## config.mk

```make
export PLATFORM = sky130hd
export DESIGN_NAME = gfx256_cuvz_sched
export DESIGN_NICKNAME = d
export VERILOG_FILES = /design/src/rtl/gfx256_pkg.sv /design/src/rtl/gfx256_rr_arb2.sv /design/src/rtl/gfx256_cuvz_sched.sv
export SDC_FILE = /design/constraint.sdc
export NUM_CORES = 1
export LEC_CHECK = 0
export ABC_CLOCK_PERIOD_IN_PS = 4100
export CORE_UTILIZATION = 39
export DETAILED_ROUTE_END_ITERATION = 12
export PLACE_DENSITY = 0.86
export SYNTH_ARGS = -nofsm -noshare
export SYNTH_HDL_FRONTEND = slang
export SYNTH_SLANG_ARGS = --single-unit
```

## constraint.sdc

```tcl
create_clock -name clk_i -period 4.1 [get_ports clk_i]
set_clock_uncertainty 0.05 [all_clocks]
set_input_delay 1.025 -clock clk_i [delete_from_list [all_inputs] [get_ports clk_i]]
set_output_delay 1.025 -clock clk_i [all_outputs]
set_load 0.1 [all_outputs]
```

## src/rtl/gfx256_pkg.sv

```systemverilog
// Shared types for the gfx256 cuvz interpolator front end.
package gfx256_pkg;

    localparam int FRAG_POINT_W = 16;
    localparam int BURST_CNT_W  = 4;

    typedef enum logic [1:0] {
        IDLE       = 2'd0,
        ISSUE_WAIT = 2'd1,
        DONE       = 2'd2
    } sched_state_t;

    // Default-width fragment; the scheduler re-declares it at its own point_width.
    typedef struct packed {
        logic [FRAG_POINT_W-1:0] x;
        logic [FRAG_POINT_W-1:0] y;
        logic [FRAG_POINT_W-1:0] factor0;
        logic [FRAG_POINT_W-1:0] factor1;
    } frag_t;

endpackage

```

## src/rtl/gfx256_rr_arb2.sv

```systemverilog
// Two-way round-robin winner select with a bounded burst; purely combinational.
module gfx256_rr_arb2 #(
    parameter int CNT_W     = 4,
    parameter int BURST_MAX = 4
) (
    input  logic             req0,
    input  logic             req1,
    input  logic             last_src,
    input  logic [CNT_W-1:0] burst_cnt,
    output logic             grant,
    output logic             winner,
    output logic [CNT_W-1:0] burst_nxt
);

    localparam logic [CNT_W-1:0] MAX_CNT = CNT_W'(BURST_MAX);
    localparam logic [CNT_W-1:0] ONE     = CNT_W'(1);

    logic keep;

    assign grant = req0 | req1;
    // A zero count means no burst is running, so the other source goes first.
    assign keep  = (burst_cnt != '0) && (burst_cnt < MAX_CNT);

    always_comb begin
        winner = req1;
        if (req0 && req1)
            winner = keep ? last_src : ~last_src;
        burst_nxt = ONE;
        if (winner == last_src)
            burst_nxt = (burst_cnt < MAX_CNT) ? burst_cnt + ONE : burst_cnt;
    end

endmodule

```

## src/rtl/gfx256_cuvz_sched.sv

```systemverilog
// Shares one gfx256_cuvz interpolator between the triangle (0) and line/bezier (1) rasterizers.
// Define GFX256_CUVZ_SCHED_STATS_EN to add per-source ack counters and a stall counter.
import gfx256_pkg::*;

module gfx256_cuvz_sched #(
    parameter int point_width = FRAG_POINT_W,
    parameter int BURST_MAX   = 4
) (
    input  logic                   clk_i,
    input  logic                   rst_i,
    input  logic                   hold_i,
    input  logic                   req0_write_i,
    input  logic [point_width-1:0] req0_x_i,
    input  logic [point_width-1:0] req0_y_i,
    input  logic [point_width-1:0] req0_factor0_i,
    input  logic [point_width-1:0] req0_factor1_i,
    input  logic                   req1_write_i,
    input  logic [point_width-1:0] req1_x_i,
    input  logic [point_width-1:0] req1_y_i,
    input  logic [point_width-1:0] req1_factor0_i,
    input  logic [point_width-1:0] req1_factor1_i,
    output logic                   req0_ack_o,
    output logic                   req1_ack_o,
    output logic                   cuvz_write_o,
    output logic [point_width-1:0] cuvz_x_o,
    output logic [point_width-1:0] cuvz_y_o,
    output logic [point_width-1:0] cuvz_factor0_o,
    output logic [point_width-1:0] cuvz_factor1_o,
    input  logic                   cuvz_ack_i,
    output logic                   src_o,
`ifdef GFX256_CUVZ_SCHED_STATS_EN
    input  logic                   stat_clr_i,
    output logic [31:0]            stat0_o,
    output logic [31:0]            stat1_o,
    output logic [31:0]            stall_o,
`endif
    output logic                   busy_o
);

    typedef struct packed {
        logic [point_width-1:0] x;
        logic [point_width-1:0] y;
        logic [point_width-1:0] factor0;
        logic [point_width-1:0] factor1;
    } frag_w_t;

    sched_state_t           state, state_nxt;
    frag_w_t                frag, req0_frag, req1_frag;
    logic                   last_src;
    logic [BURST_CNT_W-1:0] burst_cnt, burst_nxt;
    logic                   arb_grant, arb_winner;
    logic                   do_grant, do_ack;

    assign req0_frag = {req0_x_i, req0_y_i, req0_factor0_i, req0_factor1_i};
    assign req1_frag = {req1_x_i, req1_y_i, req1_factor0_i, req1_factor1_i};

    gfx256_rr_arb2 #(
        .CNT_W     (BURST_CNT_W),
        .BURST_MAX (BURST_MAX)
    ) u_arb (
        .req0      (req0_write_i),
        .req1      (req1_write_i),
        .last_src  (last_src),
        .burst_cnt (burst_cnt),
        .grant     (arb_grant),
        .winner    (arb_winner),
        .burst_nxt (burst_nxt)
    );

    always_ff @(posedge clk_i or posedge rst_i) begin
        if (rst_i) state <= IDLE;
        else       state <= state_nxt;
    end

    // DONE spends one cycle so a requester's write level in its ack cycle is never re-granted.
    always_comb begin
        state_nxt = state;
        do_grant  = 1'b0;
        do_ack    = 1'b0;
        case (state)
            IDLE: if (!hold_i && arb_grant) begin
                do_grant  = 1'b1;
                state_nxt = ISSUE_WAIT;
            end
            ISSUE_WAIT: if (cuvz_ack_i) begin
                do_ack    = 1'b1;
                state_nxt = DONE;
            end
            DONE:    state_nxt = IDLE;
            default: state_nxt = IDLE;
        endcase
    end

    always_ff @(posedge clk_i or posedge rst_i) begin
        if (rst_i) begin
            frag         <= '0;
            src_o        <= 1'b0;
            last_src     <= 1'b1;
            burst_cnt    <= '0;
            cuvz_write_o <= 1'b0;
            req0_ack_o   <= 1'b0;
            req1_ack_o   <= 1'b0;
        end else begin
            cuvz_write_o <= do_grant;
            req0_ack_o   <= do_ack & ~src_o;
            req1_ack_o   <= do_ack &  src_o;
            if (do_grant) begin
                frag      <= arb_winner ? req1_frag : req0_frag;
                src_o     <= arb_winner;
                last_src  <= arb_winner;
                burst_cnt <= burst_nxt;
            end
        end
    end

    assign cuvz_x_o       = frag.x;
    assign cuvz_y_o       = frag.y;
    assign cuvz_factor0_o = frag.factor0;
    assign cuvz_factor1_o = frag.factor1;
    assign busy_o         = (state != IDLE);

`ifdef GFX256_CUVZ_SCHED_STATS_EN
    logic stall;

    assign stall = (req0_write_i | req1_write_i) & (busy_o | hold_i);

    always_ff @(posedge clk_i or posedge rst_i) begin
        if (rst_i) begin
            stat0_o <= '0;
            stat1_o <= '0;
            stall_o <= '0;
        end else if (stat_clr_i) begin
            stat0_o <= '0;
            stat1_o <= '0;
            stall_o <= '0;
        end else begin
            if (do_ack && !src_o) stat0_o <= stat0_o + 32'd1;
            if (do_ack &&  src_o) stat1_o <= stat1_o + 32'd1;
            if (stall)            stall_o <= stall_o + 32'd1;
        end
    end
`endif

endmodule

```

== Word-level counts from Yosys, hierarchy flattened ==
Cells that the tools add are included.
Storage, ports and cells
  input bits: 134
  register bits: 75
  output and inout port bits: 69
  word-level logic and storage cells: 44
Operators by class
  add/sub/neg operators: 1
  multiplexer cells: 12
  $lt $le $gt $ge: 1
  equality and inequality tests: 5
  reductions and logical operators: 9
  bitwise logic cells: 5
Operators with widths (count)
  $mux 64: 1
  $mux 4: 2
  $mux 1: 6
  $ne 2x2->1 const B: 3
  $add 4x1->4 const B: 1
  $lt 4x3->1 const B: 1
  $mux 2: 2
  $pmux 2 s2: 1
  $reduce_and 2->1: 2
  $reduce_bool 4->1: 1
  $logic_and 1x1->1: 3
  $and 1x1->1: 2
  $eq 2x1->1 const B: 1
  $logic_not 2->1: 1
  $not 1->1: 2
  $reduce_bool 2->1: 1
  $eq 1x1->1: 1
  $logic_not 1->1: 1
  $or 1x1->1: 1

== Longest topological paths before layout ==
Gate-level depths: netlist (run 1).
  depth after elaboration: 7
  gate-level depth with buffers: 8
  mapped depth without buffers: 6

== Hierarchy ==
A second synthesis (run 1) with hierarchy kept.
Second synthesis, totals
  cell total of the unflattened synthesis: 254
  area, all modules: 4070.2 sq um
By module, submodules not included
  gfx256_cuvz_sched: area each 3918.8 sq um, instances 1, cells an instance 232
  gfx256_rr_arb2: area each 151.4 sq um, instances 1, cells an instance 22

== Least setup slack after synthesis (run 1) ==
No wires, ideal clock.
  path type: input to register
  start point: in req0_write_i
  end point: reg frag, in the netlist cuvz_factor0_o[3]
  stages on the path: 7
  library setup time: 128 ps
  slack: 1681 ps
  arrival time: 2241 ps
  buffers on the path: 3
  cell sequence: clkbuf_1 > nor2b_1 > a2111oi_4 > buf_4 > buf_6 > a222oi_1 > inv_1
On the way
  cells in the longest elaborated chain, start to end: 4
Ends and longest elaborated chain
  start, declared: RTL line gfx256_cuvz_sched.sv:12  | input logic req0_write_i,
  $or 1x1->1: RTL line gfx256_rr_arb2.sv:20  | assign grant = req0 | req1;
  $logic_and 1x1->1: RTL line gfx256_cuvz_sched.sv:81  | IDLE: if (!hold_i && arb_grant) begin
  $mux 1: RTL line gfx256_cuvz_sched.sv:81
  $mux 1: RTL line gfx256_cuvz_sched.sv:80  | case (state)
  end signal, assigned: RTL line gfx256_cuvz_sched.sv:108  | frag <= arb_winner ? req1_frag : req0_frag;
  end, declared: RTL line gfx256_cuvz_sched.sv:48  | frag_w_t frag, req0_frag, req1_frag;
Several ways; a longest one is shown, not always the timed one.
A chain may end at the register's enable or synchronous reset.

== Worst setup path after layout (run 1) ==
  start point: in hold_i
  end point: reg frag, in the netlist cuvz_factor1_o[15]
On the way
  cells in the longest elaborated chain, start to end: 4
Ends and longest elaborated chain
  start, declared: RTL line gfx256_cuvz_sched.sv:11  | input logic hold_i,
  $logic_not 1->1: RTL line gfx256_cuvz_sched.sv:81
  $logic_and 1x1->1: RTL line gfx256_cuvz_sched.sv:81
  $mux 1: RTL line gfx256_cuvz_sched.sv:81
  $mux 1: RTL line gfx256_cuvz_sched.sv:80
Every way passes these cells.

==> run_results.csv, run 1 <==
group,metric,value,unit
clocking,cts_tree,"built",
synth,async_reset_ff_share,100,%
setup_path,slowest_stage,"o311a_2",
place,dp_hpwl,7.17,mm
hold_path,hold_depth,1,
setup_path,slowest_delay,1110,ps
timing,worst_slew_pin_slew,1270,ps
clocking,postCtsHoldBufs,0,
hold_path,worstHoldStart,"src_o",
clocking,htreeDepth,3,
synth,syn-instance-count,270,
clocking,ctsResizeCount,0,
clocking,root_buffer,"clkbuf_8",
synth,yosys.area.top_type_share,57.9,%
setup_path,r2r_end,"cuvz_factor1_o[15]",
drt,vias,3097,
global_route,grt_pass1_vias,3223,
setup_path,worst-path-buf-inv,2,
drt,ant_nets,0,
synth,synth_common_cells,"74 x dfrtp_1, 71 x inv_1, 64 x a222oi_1",
setup_path,critPathKind,"input port to flip-flop",
synth,ys_types,29,
timing,timing.final.ws_setup,960,ps
floorplanning,fp.dieArea,8560,um2
clocking,clockBufferDepth,2,
drt,wl_per_cell,17.4,um
timing,fin_crit,3140,ps
drt,drc_errors,0,
synth,synth_edf_count,0,
timing,hold_viol_final,0,
drt,wirelength,9.93,mm
drt,dr.first_iter.drc_count,266,
synth,synth_area_leaders,"dfrtp_1 58%, a222oi_1 20%, inv_1 8.3%",
drt,drtPass1Iterations,9,
clocking,clock_latency,320,ps
synth,ys.flop_type,"dfrtp_1",
synth,synth_top_area_cell,"dfrtp_1",
finish,areaGrowthSynthToFinish,72.0,%
floorplanning,die_h,92.5,um
synth,syn_area,3200,um2
clocking,post-cts-setup-buffers,0,
place,pre_cts_ws,645,ps
synth,ys_seq_elements,75,
place,io_buffers,202,
drt,via_per_inst,5.41,
clocking,numCtsBuffers,9,
setup_path,cp_cell_sequence,"clkdlybuf4s50_1 > nor3_1 > o311a_2 > a222oi_1 > inv_1",
setup_path,critical-path-top-delay-family,"compound AO/OA/AOI/OAI gates",
finish,fillCellCount,603,
finish,drive_gt1_share,5.74,%
setup_path,cp-start-kind,"input port",
clocking,cts.sinks,75,
synth,synth_fp_nets,406,
setup_path,arrival,3340,ps
synth,syn_avg_cell_area,11.8,um2
floorplanning,die_width,92.5,um
hold_path,worst_hold_path_type,"flip-flop to flip-flop",
synth,synth-seq-area-share,58.8,%
global_route,grt_usage,23.4,%
setup_path,worstPathRequired,4300,ps
floorplanning,core,7810,um2
hold_path,worstHoldEndpoint,"req0_ack_o",
timing,timing.final.crit_share,76.6,%
global_route,grt-ovfl-total,0,
floorplanning,row_count,32,
timing,finalSetupViolations,0,
global_route,grt_max_degree,65,
synth,yosysWarnings,0,
synth,yosysMostFrequentCell,"dfrtp_1",
finish,num_antenna_cells,0,
run,drv_cap,0,
timing,max_slew_margin,15.1,%
timing,max_clock_freq,318,MHz
setup_path,r2r-start,"burst_cnt[0]",
clocking,cts.clk_slew.worst_paths,80,ps
floorplanning,ios,203,
setup_path,endpoint_kind,"flip-flop",
setup_path,cp_max_fo,64,
floorplanning,initial_core_util,40.9,%
global_route,grt_pass1_wl,15.5,mm
global_route,antenna_found_initial,0,
finish,fin_nets,601,
run_status,run_status,"complete, no violations",
timing,fin_setup_tns,0,ps
setup_path,r2r_slack,1630,ps
timing,rsz0062_at_grt,"false",
timing,maxSlewViolCount,0,
setup_path,reg2regPathDepth,6,
place,gp_congestion,0.744,
[cells by family (layout without fill, tap and decap cells)]
logic type / count (synthesis) / after routing / synth area share [%]
adders and majority gates: 2 / 2 / 0.783
DFF: 75 / 75 / 58.8
AOI/OAI and AO/OA: 79 / 79 / 24.0
buffers and inverters: 94 / 294 / 13.1
and+or+nand+nor: 19 / 19 / 3.05
muxes: 1 / 1 / 0.313
[per-layer routing]
metal	vias up	wire length (um)	GRT usage, %
met5	-	0	0
li1	1410	-	-
met1	1515	3780	26.8
met2	162	5270	42.2
met4	0	124	7.94
met3	10	761	5.91
[worst max path at each step]
stage                     startpoint  cells after the start            endpoint  slack, ps
after detailed placement      hold_i                      5  cuvz_factor1_o[15]        640
after floorplan                rst_i                      1        burst_cnt[0]       1120
after CTS                     hold_i                      5  cuvz_factor1_o[15]        980
final                         hold_i                      5  cuvz_factor1_o[15]        960
after global placement        hold_i                      5         cuvz_y_o[8]        760
after global routing          hold_i                      5  cuvz_factor1_o[15]        750
[stage by stage]
step | instances | utilization [%] | hold slack [ps] | instance area (um2)
5_1_grt | 572 | 70.4 | 460 | 5500
6_report | 572 | 70.4 | 420 | 5500
3_5_place_dp | 556 | 67.5 | 417 | 5270
2_1_floorplan | 270 | - | 442 | 3200
4_1_cts | 572 | 70.4 | 424 | 5500
3_3_place_gp | 556 | 67.5 | 414 | 5270
[layout by cell type, fill, tap and decap left out, drive strengths merged]
cell / n
dfstp: 1
inv: 71
a222oi: 64
bufinv: 2
mux2i: 1
nor2: 5
a21oi: 2
clkdlybuf4s50: 202
o21ai: 3
ha: 2
clkbuf: 12
nand2b: 1
a2111oi: 1
nand2: 2
clkinvlp: 1
and2: 1
nor4: 2
dfrtp: 74
clkinv: 1
a22o: 1
a31oi: 2
nor2b: 2
o311a: 2
a21o: 2
nor3: 3
o31a: 1
or3: 1
or2: 2
a211o: 1
buf: 5
[flip-flops by register name, indices dropped and copies added, names as in the netlist]
| register | flops |
|---|---|
| cuvz_y_o | 16 |
| cuvz_write_o | 1 |
| src_o | 1 |
| cuvz_factor0_o | 16 |
| req1_ack_o | 1 |
| req0_ack_o | 1 |
| burst_cnt | 4 |
| cuvz_x_o | 16 |
| last_src | 1 |
| state | 2 |
| cuvz_factor1_o | 16 |
[cell type report]
class                           instances  area [um2]  area share (%)
Timing Repair Buffer                  207        2080            37.9
Sequential cell                        75        1880            34.2
Tap cell                              102         128            2.32
Multi-Input combinational cell        101         912            16.6
Clock buffer                           12         155            2.82
Inverter                               71         267            4.85
Clock inverter                          4        72.6            1.32
Power of run 1 is left out: the tool's default activity adds up to more than one toggle a clock period on the data nets, which glitch-free logic cannot reach.
==> inputs of run 2 (changes only) <==
Settings changed: ABC_CLOCK_PERIOD_IN_PS 4100 to 3030, CORE_UTILIZATION 39 to 37, PLACE_DENSITY 0.86 to 0.82.
Clock period 4.1 ns to 3.03 ns, I/O delays scaled along.
==> run 2 against run 1 <==
  * Utilization is 5.6 points lower
  * Cell area is 2.2% lower
  * Global-route usage is 0.65 points lower
  * Highest routed layer unchanged
  * Die area up 5.3%
  * Clock-buffer cell count shrank 1
  * Cell count grew 1.2%
  * Wire length grew 1.6%
  * Worst setup slack got worse by 400 ps
  * Critical path depth up 1
  * Sequential share of layout area increased by 0.78 points
==> run_results.csv, run 2 (synthesized netlist as in run 1, its figures left out) <==
group,metric,value,unit
drt,vias,3168,
place,io_buffers,202,
setup_path,critPathKind,"input port to flip-flop",
timing,fin_crit,2470,ps
setup_path,cp_cell_sequence,"clkdlybuf4s50_1 > inv_1 > o311a_2 > buf_4 > a222oi_1 > inv_1",
global_route,grt_max_degree,62,
floorplanning,initial_core_util,38.5,%
floorplanning,row_count,33,
finish,drive_gt1_share,21.3,%
hold_path,worstHoldEndpoint,"req0_ack_o",
timing,maxSlewViolCount,0,
clocking,root_buffer,"clkbuf_8",
floorplanning,core,8300,um2
drt,wl_per_cell,17.4,um
timing,rsz0062_at_grt,"false",
drt,wirelength,10.1,mm
run_status,run_status,"complete, no violations",
clocking,numCtsBuffers,9,
hold_path,worst_hold_path_type,"flip-flop to flip-flop",
setup_path,cp_max_fo,31,
finish,areaGrowthSynthToFinish,68.2,%
setup_path,slowest_delay,600,ps
floorplanning,ios,203,
clocking,post-cts-setup-buffers,0,
timing,max_slew_margin,68.5,%
timing,max_clock_freq,405,MHz
drt,dr.first_iter.drc_count,346,
setup_path,crit_start,"req1_write_i",
timing,finalSetupViolations,0,
clocking,clock_latency,330,ps
floorplanning,fp.dieArea,9010,um2
setup_path,endpoint_kind,"flip-flop",
setup_path,arrival,2630,ps
setup_path,r2r_end,"cuvz_y_o[1]",
setup_path,cp_common_cell,"inv_1",
setup_path,worstPathRequired,3200,ps
hold_path,worstHoldStart,"src_o",
setup_path,slowest_stage,"clkdlybuf4s50_1",
global_route,grt_pass1_vias,3176,
clocking,cts_tree,"built",
timing,hold_viol_final,0,
clocking,postCtsHoldBufs,0,
setup_path,r2r_slack,880,ps
global_route,antenna_found_initial,0,
drt,drc_errors,0,
timing,fin_setup_tns,0,ps
place,gp_congestion,0.789,
clocking,clockBufferDepth,2,
setup_path,reg2regPathDepth,7,
run,drv_cap,0,
clocking,htreeDepth,3,
global_route,grt_pass1_wl,15.4,mm
finish,seq_area,1880,um2
setup_path,r2r-start,"burst_cnt[0]",
setup_path,cp-start-kind,"input port",
floorplanning,die_width,94.9,um
floorplanning,die_h,94.9,um
clocking,ctsResizeCount,0,
drt,drtPass1Iterations,8,
clocking,cts.clk_slew.worst_paths,70,ps
hold_path,hold_depth,1,
finish,fin_nets,606,
finish,num_antenna_cells,0,
finish,multi_input_area,912,um2
timing,timing.final.crit_share,81.4,%
place,dp_hpwl,7.44,mm
clocking,cts.sinks,75,
global_route,grt-ovfl-total,0,
global_route,grt_usage,22.7,%
drt,via_per_inst,5.47,
finish,final_common_cell,"clkdlybuf4s50_1",
timing,worst_slew_pin_slew,469,ps
drt,ant_nets,0,
finish,final_cell_mix,"133 x clkdlybuf4s50_1, 78 x buf_4, 74 x dfrtp_1, 70 x inv_1, 64 x a222oi_1",
finish,fillCellCount,662,
-- run 2: cell type report --
type                            count  share of cell area [%]
Tap cell                          105                    2.44
Clock inverter                      4                    1.82
Clock buffer                       11                    2.82
Inverter                           71                    4.96
Multi-Input combinational cell    101                    17.0
Timing Repair Buffer              212                    36.0
Sequential cell                    75                    34.9
-- run 2: metal layers --
| layer | global-route usage [%] | share of wire, % | up-vias |
|---|---|---|---|
| met3 | 5.88 | 7.2 | 18 |
| li1 | - | - | 1413 |
| met1 | 27.0 | 38 | 1581 |
| met5 | 0 | 0 | - |
| met2 | 39.4 | 53 | 156 |
| met4 | 8.59 | 2.0 | 0 |
-- run 2: worst max-delay path by stage --
stage / to / depth (start not counted)
2_1_floorplan: burst_cnt[0] / 1
3_3_place_gp: cuvz_y_o[13] / 6
3_5_place_dp: cuvz_factor0_o[5] / 6
4_1_cts: cuvz_factor0_o[5] / 6
5_1_grt: cuvz_factor0_o[5] / 6
6_report: cuvz_y_o[1] / 6
-- run 2: worst max-delay path: cells and delay by family --
kind / cells / cell delay, ps
AOI/OAI and AO/OA: 2 / 770
buffers and inverters: 4 / 1080
-- run 2: metrics by stage --
step           cell area [um2]  instances  util [%]  hold slack [ps]  worst slack, ps
3_3_place_gp              5120        564      61.8              422              347
2_1_floorplan             3200        270         -              442              314
3_5_place_dp              5120        564      61.8              430              215
5_1_grt                   5370        579      64.8              458              479
4_1_cts                   5370        579      64.8              441              594
6_report                  5370        579      64.8              430              564
Power of run 2 is left out for the same reason.
==> inputs of run 3 (changes only) <==
Settings changed: ABC_CLOCK_PERIOD_IN_PS 3030 to 2300.
Clock period 3.03 ns to 2.3 ns, I/O delays scaled along.
==> run 3 against run 2 <==
  * Flip-flop and latch count unchanged
  * First-iteration DRC count is 16% lower
  * Worst setup slack lost 490 ps
  * Wire length rose by 1.3%
==> run_results.csv, run 3 (synthesized netlist as in run 1, its figures left out) <==
group,metric,value,unit
run_status,run_status,"complete, no violations",
timing,hold_viol_final,0,
setup_path,cp_max_fo,12,
finish,fin_nets,616,
finish,num_antenna_cells,0,
setup_path,arrival,2450,ps
clocking,cts.clk_slew.worst_paths,80,ps
floorplanning,die_h,94.9,um
setup_path,slowest_delay,490,ps
floorplanning,core,8300,um2
hold_path,worst_hold_path_type,"flip-flop to flip-flop",
setup_path,slowest_stage,"a2111oi_4",
finish,areaGrowthSynthToFinish,73.3,%
clocking,root_buffer,"clkbuf_8",
timing,max_clock_freq,449,MHz
drt,vias,3207,
clocking,postCtsHoldBufs,0,
drt,ant_nets,0,
finish,final_cell_mix,"133 x clkdlybuf4s50_1, 81 x buf_4, 74 x dfrtp_1, 70 x inv_1, 64 x a222oi_1",
drt,dr.first_iter.drc_count,291,
floorplanning,ios,203,
place,io_buffers,202,
place,dp_hpwl,7.69,mm
floorplanning,row_count,33,
setup_path,critPathKind,"input port to flip-flop",
drt,via_per_inst,5.44,
global_route,grt-ovfl-total,0,
drt,drc_errors,0,
setup_path,cp-start-kind,"input port",
global_route,grt_pass1_wl,15.5,mm
timing,max_slew_margin,67.5,%
timing,maxSlewViolCount,0,
setup_path,endpoint_kind,"flip-flop",
drt,wirelength,10.2,mm
run,drv_cap,0,
timing,fin_crit,2230,ps
clocking,clockBufferDepth,2,
global_route,grt_max_degree,38,
place,gp_congestion,0.831,
clocking,cts.sinks,75,
global_route,grt_usage,22.7,%
floorplanning,die_width,94.9,um
timing,timing.final.crit_share,96.9,%
finish,final_common_cell,"clkdlybuf4s50_1",
floorplanning,initial_core_util,38.5,%
setup_path,cp_cell_sequence,"clkdlybuf4s50_1 > or3_1 > a2111oi_4 > buf_4 > buf_12 > a222oi_1 > inv_1",
timing,finalSetupViolations,0,
setup_path,worstPathRequired,2520,ps
finish,fillCellCount,646,
global_route,antenna_found_initial,0,
finish,drive_gt1_share,22.7,%
timing,worst_slew_pin_slew,487,ps
drt,wl_per_cell,17.3,um
global_route,grt_pass1_vias,3199,
clocking,cts_tree,"built",
clocking,htreeDepth,3,
floorplanning,fp.dieArea,9010,um2
clocking,clock_latency,330,ps
drt,drtPass1Iterations,9,
timing,holdWs,438,ps
clocking,numCtsBuffers,9,
timing,rsz0062_at_grt,"false",
==> run 3: changes by cell type in the layout (fill, tap and decap cells not counted) <==
| cell | previous run | this run |
|---|---|---|
| inv_2 | 1 | 0 |
| clkbuf_1 | 0 | 2 |
| buf_6 | 0 | 1 |
| clkinv_2 | 0 | 1 |
| buf_12 | 1 | 7 |
| clkbuf_8 | 11 | 9 |
| bufinv_16 | 3 | 4 |
| buf_4 | 78 | 81 |
==> run 3: what timing repair did <==
action                     CTS  global route
setup endpoints to repair    0            29
gates resized for setup      0             1
buffers inserted             0             1
==> run 3: final cells by class <==
| class | instances | area [um2] | share of cell area (%) |
|---|---|---|---|
| timing repair buffer | 222 | 2090 | 37.7 |
| inverter | 71 | 270 | 4.88 |
| multi-input combinational | 101 | 912 | 16.5 |
| clock buffer | 11 | 131 | 2.37 |
| clock inverter | 5 | 125 | 2.26 |
| sequential | 75 | 1880 | 33.9 |
| tap | 105 | 131 | 2.37 |
==> run 3: final timing paths <==
check	slack [ps]	cells after the start	endpoint	startpoint
hold / removal	440	2	cuvz_factor0_o[4]	cuvz_factor0_o[4]
setup reg to reg	110	7	cuvz_factor0_o[7]	burst_cnt[1]
setup / recovery	70	7	cuvz_factor1_o[0]	hold_i
min in group asynchronous	560	2	cuvz_factor0_o[7]	rst_i
max in group asynchronous	1090	3	last_src	rst_i
hold reg to reg	440	2	cuvz_factor0_o[4]	cuvz_factor0_o[4]
==> run 3: per-layer routing <==
layer,global-route usage (%),routed length (um),vias to the layer above
li1,-,-,1438
met1,26.6,3810,1583
met2,40.3,5490,168
met3,5.39,749,18
met4,8.46,171,0
met5,0,0,-
==> run 3: critical path, delay by kind of cell <==
kind	cells	cell delay (ps)
AOI/OAI and AO/OA	2	570
and+or+nand+nor	1	370
buffers and inverters	4	930
==> run 3: through the flow <==
stage | instance area, um2 | TNS (ps) | worst slack (ps) | util, % | instances
2_1_floorplan | 3200 | 0 | 331 | - | 270
3_3_place_gp | 5270 | -874 | -55.7 | 63.5 | 573
3_5_place_dp | 5270 | -3910 | -112 | 63.5 | 573
4_1_cts | 5530 | 0 | 82.1 | 66.6 | 589
5_1_grt | 5540 | 0 | 14.7 | 66.7 | 590
6_report | 5540 | 0 | 70.8 | 66.7 | 590
Power of run 3 is left out for the same reason.
